**src/rtl/pipe_arb_pkg.sv**
```systemverilog
// Shared types and constants for the pipelined round-robin arbiter.
package pipe_arb_pkg;

  // Width of each per-requester grant statistics counter.
  localparam int unsigned CntW = 16;

  // Tag id field width; supports up to 256 requesters.
  localparam int unsigned TagIdW = 8;

  typedef enum logic [1:0] {
    StIdle,
    StRun,
    StDrain
  } arb_state_e;

  // One slot of the latency-matching tag pipeline.
  typedef struct packed {
    logic              valid;
    logic [TagIdW-1:0] id;
  } tag_t;

endpackage

```
**src/rtl/rr_arbiter.sv**
```systemverilog
// Round-robin selector: picks the first set request at or after ptr, wrapping.
module rr_arbiter #(
  parameter int unsigned NUM_REQ = 4,
  parameter int unsigned IDX_W   = (NUM_REQ > 1) ? $clog2(NUM_REQ) : 1
) (
  input  logic [NUM_REQ-1:0] req,
  input  logic [IDX_W-1:0]   ptr,
  output logic [NUM_REQ-1:0] grant,
  output logic [IDX_W-1:0]   winner
);

  logic             found;
  logic [IDX_W-1:0] idx;

  // Scan from ptr upward, modulo NUM_REQ; the first hit wins.
  always_comb begin
    grant  = '0;
    winner = '0;
    found  = 1'b0;
    idx    = '0;
    for (int unsigned off = 0; off < NUM_REQ; off++) begin
      idx = IDX_W'((32'(ptr) + off) % NUM_REQ);
      if (!found && req[idx]) begin
        found      = 1'b1;
        grant[idx] = 1'b1;
        winner     = idx;
      end
    end
  end

endmodule

```
**src/rtl/pipe_arbiter.sv**
```systemverilog
// Round-robin arbiter feeding a fixed-latency datapath, routing each result
// back to its requester via a tag pipeline.
// Optional build macro PIPE_ARB_STATS_EN adds saturating per-requester
// grant counters on the grant_cnt port.
module pipe_arbiter
  import pipe_arb_pkg::*;
#(
  parameter int unsigned NUM_REQ  = 4,
  parameter int unsigned DATA_W   = 8,
  parameter int unsigned PIPE_LAT = 3
) (
  input  logic                           clk,
  input  logic                           rst,
  input  logic                           en,
  input  logic [NUM_REQ-1:0]             req_valid,
  input  logic [NUM_REQ-1:0][DATA_W-1:0] req_data,
  output logic [NUM_REQ-1:0]             req_ready,
  output logic [DATA_W-1:0]              pipe_in,
  input  logic [DATA_W-1:0]              pipe_out,
  output logic [NUM_REQ-1:0]             rsp_valid,
  output logic [DATA_W-1:0]              rsp_data,
  output logic                           idle
`ifdef PIPE_ARB_STATS_EN
  , output logic [NUM_REQ-1:0][CntW-1:0] grant_cnt
`endif
);

  localparam int unsigned IdxW = (NUM_REQ > 1) ? $clog2(NUM_REQ) : 1;
  localparam int unsigned InfW = $clog2(PIPE_LAT + 1);

  arb_state_e        state_q;
  logic              idle_q;
  logic [IdxW-1:0]   ptr_q;
  logic [InfW-1:0]   inflight_q;
  tag_t              tags_q [PIPE_LAT];

  logic              grant_en;
  logic [NUM_REQ-1:0] req_masked;
  logic [NUM_REQ-1:0] grant;
  logic [IdxW-1:0]   winner;
  logic              xfer;
  logic              rsp_fire;
  tag_t              tail;

  // Grants only while running and en is still high, so en falling blocks
  // the grant in that same cycle.
  assign grant_en   = (state_q == StRun) && en;
  assign req_masked = req_valid & {NUM_REQ{grant_en}};

  rr_arbiter #(
    .NUM_REQ (NUM_REQ),
    .IDX_W   (IdxW)
  ) u_rr (
    .req    (req_masked),
    .ptr    (ptr_q),
    .grant  (grant),
    .winner (winner)
  );

  assign req_ready = grant;
  assign xfer      = |grant;
  assign pipe_in   = xfer ? req_data[winner] : '0;
  assign tail      = tags_q[PIPE_LAT-1];
  assign rsp_fire  = tail.valid;
  assign rsp_data  = rsp_fire ? pipe_out : '0;
  assign idle      = idle_q;

  // Decode the tail tag into a one-hot response strobe.
  always_comb begin
    rsp_valid = '0;
    for (int unsigned i = 0; i < NUM_REQ; i++) begin
      rsp_valid[i] = tail.valid && (tail.id == TagIdW'(i));
    end
  end

  // Control FSM; idle is registered alongside the state.
  always_ff @(posedge clk) begin
    if (rst) begin
      state_q <= StIdle;
      idle_q  <= 1'b1;
    end else begin
      case (state_q)
        StIdle: begin
          if (en) begin
            state_q <= StRun;
            idle_q  <= 1'b0;
          end
        end
        StRun: begin
          if (!en) state_q <= StDrain;
        end
        StDrain: begin
          if (inflight_q == '0) begin
            state_q <= StIdle;
            idle_q  <= 1'b1;
          end
        end
        default: begin
          state_q <= StIdle;
          idle_q  <= 1'b1;
        end
      endcase
    end
  end

  // Round-robin pointer: moves past the winner on each transfer.
  always_ff @(posedge clk) begin
    if (rst) begin
      ptr_q <= '0;
    end else if (xfer) begin
      ptr_q <= (winner == IdxW'(NUM_REQ - 1)) ? '0 : winner + IdxW'(1);
    end
  end

  // Tag pipeline tracks which requester owns each datapath stage.
  always_ff @(posedge clk) begin
    if (rst) begin
      for (int unsigned i = 0; i < PIPE_LAT; i++) tags_q[i] <= '0;
    end else begin
      tags_q[0] <= '{valid: xfer, id: TagIdW'(winner)};
      for (int unsigned i = 1; i < PIPE_LAT; i++) tags_q[i] <= tags_q[i-1];
    end
  end

  // In-flight count; simultaneous transfer and response cancel out.
  always_ff @(posedge clk) begin
    if (rst) begin
      inflight_q <= '0;
    end else begin
      case ({xfer, rsp_fire})
        2'b10:   inflight_q <= inflight_q + InfW'(1);
        2'b01:   inflight_q <= inflight_q - InfW'(1);
        default: inflight_q <= inflight_q;
      endcase
    end
  end

`ifdef PIPE_ARB_STATS_EN
  logic [NUM_REQ-1:0][CntW-1:0] grant_cnt_q;

  // Saturating grant counters, one per requester.
  always_ff @(posedge clk) begin
    if (rst) begin
      grant_cnt_q <= '0;
    end else begin
      for (int unsigned i = 0; i < NUM_REQ; i++) begin
        if (grant[i] && (grant_cnt_q[i] != '1)) grant_cnt_q[i] <= grant_cnt_q[i] + CntW'(1);
      end
    end
  end

  assign grant_cnt = grant_cnt_q;
`else
  // Statistics disabled: no counters are built.
`endif

endmodule
```
**config.mk**
```make
export PLATFORM = sky130hd
export DESIGN_NAME = pipe_arbiter
export DESIGN_NICKNAME = d
export VERILOG_FILES = /design/src/rtl/pipe_arb_pkg.sv /design/src/rtl/rr_arbiter.sv /design/src/rtl/pipe_arbiter.sv
export SDC_FILE = /design/constraint.sdc
export NUM_CORES = 1
export LEC_CHECK = 0
export BUFFER_PORTS_ARGS = -buffer_cell sky130_fd_sc_hd__buf_2
export CORE_ASPECT_RATIO = 0.7
export CORE_MARGIN = 2
export CORE_UTILIZATION = 51
export CTS_BUF_LIST = sky130_fd_sc_hd__clkbuf_8
export DETAILED_ROUTE_END_ITERATION = 8
export GPL_TIMING_DRIVEN = 0
export MAX_ROUTING_LAYER = met4
export PLACE_DENSITY_LB_ADDON = 0.15
export SYNTH_ARGS = -nofsm -noshare
export SYNTH_HDL_FRONTEND = slang
export SYNTH_SLANG_ARGS = --single-unit
```
**constraint.sdc**
```tcl
create_clock -name clk -period 10.6 [get_ports clk]
set_clock_uncertainty 0.15 [all_clocks]
set_input_delay 0 -clock clk [delete_from_list [all_inputs] [get_ports clk]]
set_output_delay 0 -clock clk [all_outputs]
set_load 0.005 [all_outputs]
```
==> flow_summary.toml, run 1 <==
[layout]
num_antenna_cells = 0
multiInputGateArea_sq_mm = 0.00114
synthToLayoutAreaGrowth_pct = 29.1
nets = 309
regArea_sq_um = 320
filler_cell_count = 234
drive_gt1_share_pct = 39.9

[critical_path]
cp.required_ps = 10620
cp_data_arrival_time_ps = 4120
cp-start-kind = "flop"
reg2reg_slack_ps = 6500
r2r_end = "inflight_q[1]"
worst-setup-path-type = "flop to flop"
crit_path_end_kind = "flop"
rr_worst_depth = 14
worstPathMaxFanout = 10

[floorplan]
top_level_ports = 72
fp-row-count = 16
dieHeight_um = 50.6
dieWidth_um = 70.6
start_util_pct = 54.9
die-area_sq_mm = 0.00357
core_area_sq_mm = 0.00288

[route]
drc = 0
wire_per_inst_um = 12.9
wirelength_um = 3720
via_per_inst = 5.52
num_vias = 1596
drtIter0Drc = 54
dr.pass1.iters = 4
drtAntennaViolNets = 0

[hold_path]
whs_path_depth = 3
holdPathEnd = "rsp_data[4]"
min_from = "pipe_out[4]"
hold_path_class = "input port to primary output"

[logic_synthesis]
synth_ff_type = "dfxtp_1"
synthSimpleGateAreaFrac_pct = 30.8
synthMuxAreaShare_pct = 9.25
yosys_warnings = 0
synth-seq-cells = 16
synthXorXnorAreaFrac_pct = 1.66
syn-cell-area_sq_mm = 0.00158
synth_top_family_by_area = "simple AND/OR/NAND/NOR gates"
synth.avg_cell_area_sq_um = 8.84
yosysUniqueCellTypes = 52
yosysTopAreaCell = "dfxtp_1"
synth_area_leaders = "dfxtp_1 (20%), mux2i_1 (7.6%), a211oi_2 (6.3%)"
asyncSetResetFlopFracSynth_pct = 0
ys_seq_area_share_pct = 20.2
synthAdderAreaFrac_pct = 6.32
yosys.cell_count.top_type = "dfxtp_1"
yosys.area.top_type_share_pct = 20.2
synthCells = 179
syn_nets = 234
synth_edf_count = 0
synthTopCellsByCount = "dfxtp_1 (16), mux2i_1 (12), nor2_1 (12)"
synth_compound_area_share_pct = 23.8

[sta]
finalCriticalPeriod_ps = 4100
relSlewSlack_pct = 55.3
setup_ws_ps = 6500
grt_setup_unrepaired = "false"
fin_crit_sh_pct = 38.6
fmax_mhz = 244
worstMarginPinSlew_ps = 668
finalSetupViolations = 0
tns_ps = 0
finalHoldViolCount = 0
drv_slew = 0

[flow_run]
cap_violations = 0

[placement]
dpl.hpwl_um = 2860
preCtsSetupSlack_ps = 6550
port_buffers = 68
gp_congestion = 0.855

[grt]
grtUsageTotal_pct = 21.9
grt_max_degree = 11
antenna_found_initial = 0
grt_pass1_vias = 1449
grt_pass1_wl_um = 6240
grt_overflow = 0

[clocking]
root_buffer = "clkbuf_8"
cts_buffer_depth = 2
numCtsBuffers = 3
cts_setup_buffers = 0
clock_sink_count = 16
cts_hold_buf = 2
clk_pin_slew_ps = 60
cts.repair.resized = 0
cts_tree = "done"
ctsHtreeMaxLevel = 1
insertion_delay_ps = 240

[power_and_ir_drop]
p_per_area_mw_per_mm2 = 78.0
ir_drop_v = 0.0000577
power_leakage_nw = 0.918

[outcome]
status = "finished, final reports clean"
where the power goes:
group	total (mW)	switching [mW]	internal, mW
Sequential	0.0631	0.00133	0.0617
Clock	0.0526	0.0197	0.0329
Combinational	0.0438	0.0216	0.0221
Total	0.159	0.0426	0.117
per-stage QoR:
| step | utilization (%) | hold slack, ps | total power, mW | instance area [sq um] | instances |
|---|---|---|---|---|---|
| detailed placement | 68.3 | 124 | 0.107 | 1970 | 283 |
| floorplan | - | -78.4 | 0.0924 | 1580 | 179 |
| global placement | 68.3 | 122 | 0.106 | 1970 | 283 |
| finish | 70.9 | 121 | 0.159 | 2040 | 289 |
| CTS | 70.9 | 124 | 0.160 | 2040 | 289 |
| global route | 70.9 | 137 | 0.168 | 2040 | 289 |
critical path, stage by stage (launching register included):
cell	delay, ps
dfxtp_1	420
buf_6	170
inv_1	150
ha_1	340
buf_6	140
mux2_4	320
and3_4	190
or2_1	240
a221o_1	410
nor4_4	360
or2_4	200
buf_12	140
ha_1	260
or3_1	380
a21oi_1	140
layer usage:
layer	track usage, %	part of all wire, %	up-vias
li1	-	-	808
met1	30.8	50	713
met2	33.2	41	70
met3	3.41	8.3	5
met4	4.72	0.86	0
met5	-	0	-
cell families after synthesis:
logic type	count (synthesis)
compound gates	47
simple gates	76
mux	14
fa+ha+maj	8
flops	16
buf+inv	15
xor+xnor	3
cell usage in the layout (no fill, tap or decap), drive strengths merged, types with 7 or more instances in the layout:
cell	Yosys	layout
and2	8	8
ha	8	8
nor3b	9	9
buf	11	79
a211oi	18	18
mux2i	12	12
nor2	13	13
nand2	7	7
a21oi	7	7
nor2b	8	8
and2b	8	8
dfxtp	16	16
state kept, by name (all words and copies together), names as in the netlist, named ones only:
| register | cells |
|---|---|
| inflight_q | 2 |
| idle | 1 |
| tags_q | 9 |
| state_q | 2 |
| ptr_q | 1 |
how the worst max path moves through the flow:
| stage | startpoint | to | depth (start not counted) |
|---|---|---|---|
| after floorplan | flop | inflight_q[1] | 14 |
| after global placement | flop | inflight_q[1] | 14 |
| after detailed placement | flop | inflight_q[1] | 14 |
| after CTS | flop | inflight_q[1] | 14 |
| after global routing | flop | inflight_q[1] | 14 |
| final | flop | inflight_q[1] | 14 |
layout make-up:
type	instances	share of cell area, %
Buffer	13	5.76
Clock buffer	4	2.69
Inverter	2	0.367
Multi-Input combinational cell	148	55.7
Sequential cell	16	15.7
Tap cell	36	2.20
Timing Repair Buffer	70	17.6
Power figures use the tool's default switching activity.
==> inputs of run 2 (changes only) <==
--- a/config.mk
+++ b/config.mk
@@ -8,7 +8,7 @@
 export BUFFER_PORTS_ARGS = -buffer_cell sky130_fd_sc_hd__buf_2
 export CORE_ASPECT_RATIO = 0.7
 export CORE_MARGIN = 2
-export CORE_UTILIZATION = 51
+export CORE_UTILIZATION = 44
 export CTS_BUF_LIST = sky130_fd_sc_hd__clkbuf_8
 export DETAILED_ROUTE_END_ITERATION = 8
 export GPL_TIMING_DRIVEN = 0
==> constraint.sdc (replaced) <==
create_clock -name clk -period 3.41 [get_ports clk]
set_clock_uncertainty 0.15 [all_clocks]
set_input_delay 0 -clock clk [delete_from_list [all_inputs] [get_ports clk]]
set_output_delay 0 -clock clk [all_outputs]
set_load 0.005 [all_outputs]
==> run 2 against run 1 <==
Sequential power grew to 3.1 times the previous value. Flip-flop and latch count unchanged. Non-clock buffer count increased by 10. Via count down 0.31%. Clock power increased to 3.1 times the previous value. Die area up 15%. Register-to-register slack got worse by 6500 ps. Hold slack gained 4.4 ps. Combinational power grew to 3.4 times the previous value. Sequential share of layout area down 0.59 points. First-iteration DRC count up 3.7%.
==> flow_summary.toml, run 2 (synthesized netlist as in run 1, its figures left out) <==
[layout]
largest_register = "tags_q"
nets = 319
utilization_pct = 62.3
largest_registers = "tags_q: 9 flops, inflight_q: 2 flops, state_q: 2 flops"
mostFrequentLayoutCell = "buf_2"
stdcell_area_sq_mm = 0.00217
num_antenna_cells = 0
largest_reg_flops = 9
synthToLayoutAreaGrowth_pct = 37.3
drive_gt1_share_pct = 46.8
final_cell_mix = "buf_2 (71), buf_4 (15), dfxtp_1 (14), nor2_1 (12), mux2i_1 (11)"

[critical_path]
r2r_end = "inflight_q[1]"
worst-setup-path-type = "flop to flop"
rr_worst_depth = 11
crit_path_end_kind = "flop"
worstPathMaxFanout = 3
cp-start-kind = "flop"
crit_chain = "clkinvlp_4, ha_4, mux2_4, and3_4, or2_4, a221o_2, nor4_4, or2_4, ha_4, or3_4, a21oi_2"
worst_path_max_delay_cell = "a221o_2"
crit_path_end = "inflight_q[1]"
cpPeakStageDelay_ps = 420
reg2reg_slack_ps = 7
cp_data_arrival_time_ps = 3440
cp.required_ps = 3440

[clocking]
cts_tree = "done"
cts_buffer_depth = 2
numCtsBuffers = 3
clock_sink_count = 16
insertion_delay_ps = 250
root_buffer = "clkbuf_8"
ctsHtreeMaxLevel = 1
clk_pin_slew_ps = 60

[sta]
whs_ps = 126
fmax_mhz = 294
tns_ps = 0
grt_setup_unrepaired = "true"
worstMarginPinSlew_ps = 706
drv_slew = 0
finalCriticalPeriod_ps = 3400
finalSetupViolations = 0
relSlewSlack_pct = 52.8
finalHoldViolCount = 0
fin_crit_sh_pct = 99.8

[power_and_ir_drop]
power_leakage_nw = 0.973
ir_drop_v = 0.000127
p_per_area_mw_per_mm2 = 234
power_uw = 508

[outcome]
status = "finished, final reports clean"

[route]
wirelength_um = 3880
via_per_inst = 5.08
drtIter0Drc = 56
wire_per_inst_um = 12.4
drtAntennaViolNets = 0
dr.pass1.iters = 4
drc = 0
num_vias = 1591

[flow_run]
cap_violations = 0

[floorplan]
die-area_sq_mm = 0.00410
dieWidth_um = 75.7
dieHeight_um = 54.2
start_util_pct = 45.3
core_area_sq_mm = 0.00349
top_level_ports = 72
fp-row-count = 18

[grt]
grtUsageTotal_pct = 20.5
grt_pass1_wl_um = 6220
grt_max_degree = 13
antenna_found_initial = 0
grt_pass1_vias = 1340
grt_overflow = 0

[placement]
gp_congestion = 0.784
dpl.hpwl_um = 2880
port_buffers = 68
place_area_sq_mm = 0.00202

[hold_path]
hold_path_class = "input port to primary output"
[run 2: power breakdown]
part           internal [mW]  switching (mW)
Clock                  0.102          0.0619
Sequential             0.191         0.00439
Combinational         0.0787          0.0702
[run 2: routing by layer]
metal	vias to the layer above	global-route usage, %	part of all wire [%]
met5	-	-	0
met1	707	30.3	55
li1	832	-	-
met3	5	3.37	4.5
met2	47	29.3	40
met4	0	3.51	0.80
[run 2: timing repair]
action	CTS	global route
pin swaps	6	7
buffers inserted	10	4
hold buffers	2	0
cloned	0	0
resized for setup	6	4
endpoints found under the setup margin	10	9
hold endpoints to repair	10	0
[run 2: worst min path at each step]
stage / from / endpoint / slack, ps / cells after the start
2_1_floorplan: rst / tags_q[0][0] / -80 / 1
3_3_place_gp: pipe_out[1] / rsp_data[1] / 120 / 3
3_5_place_dp: pipe_out[1] / rsp_data[1] / 130 / 3
4_1_cts: pipe_out[1] / rsp_data[1] / 130 / 3
5_1_grt: pipe_out[1] / rsp_data[1] / 140 / 3
6_report: pipe_out[5] / rsp_data[5] / 130 / 3
[run 2: worst max-delay path: cells and delay by family (launching register included)]
kind                       cells  cell delay, ps
and+or+nand+nor                5            1350
AOI/OAI and AO/OA              2             530
adders and majority gates      2             510
DFF                            1             380
muxes                          1             300
buffers and inverters          1             110
[run 2: final cells by class]
class                   count  area (sq um)
inverters                   2          15.0
repair buffers             84           465
fillers                   310          1320
well taps                  50          62.6
plain buffers               9          63.8
clock buffers               4          55.1
multi-input cells         148          1180
flip-flops and latches     16           328
[run 2: stage by stage]
step,setup WS (ps),std cells
floorplan,-202,179
global placement,-507,297
detailed placement,-534,297
CTS,-29.4,311
global route,-86.6,313
finish,7.13,313
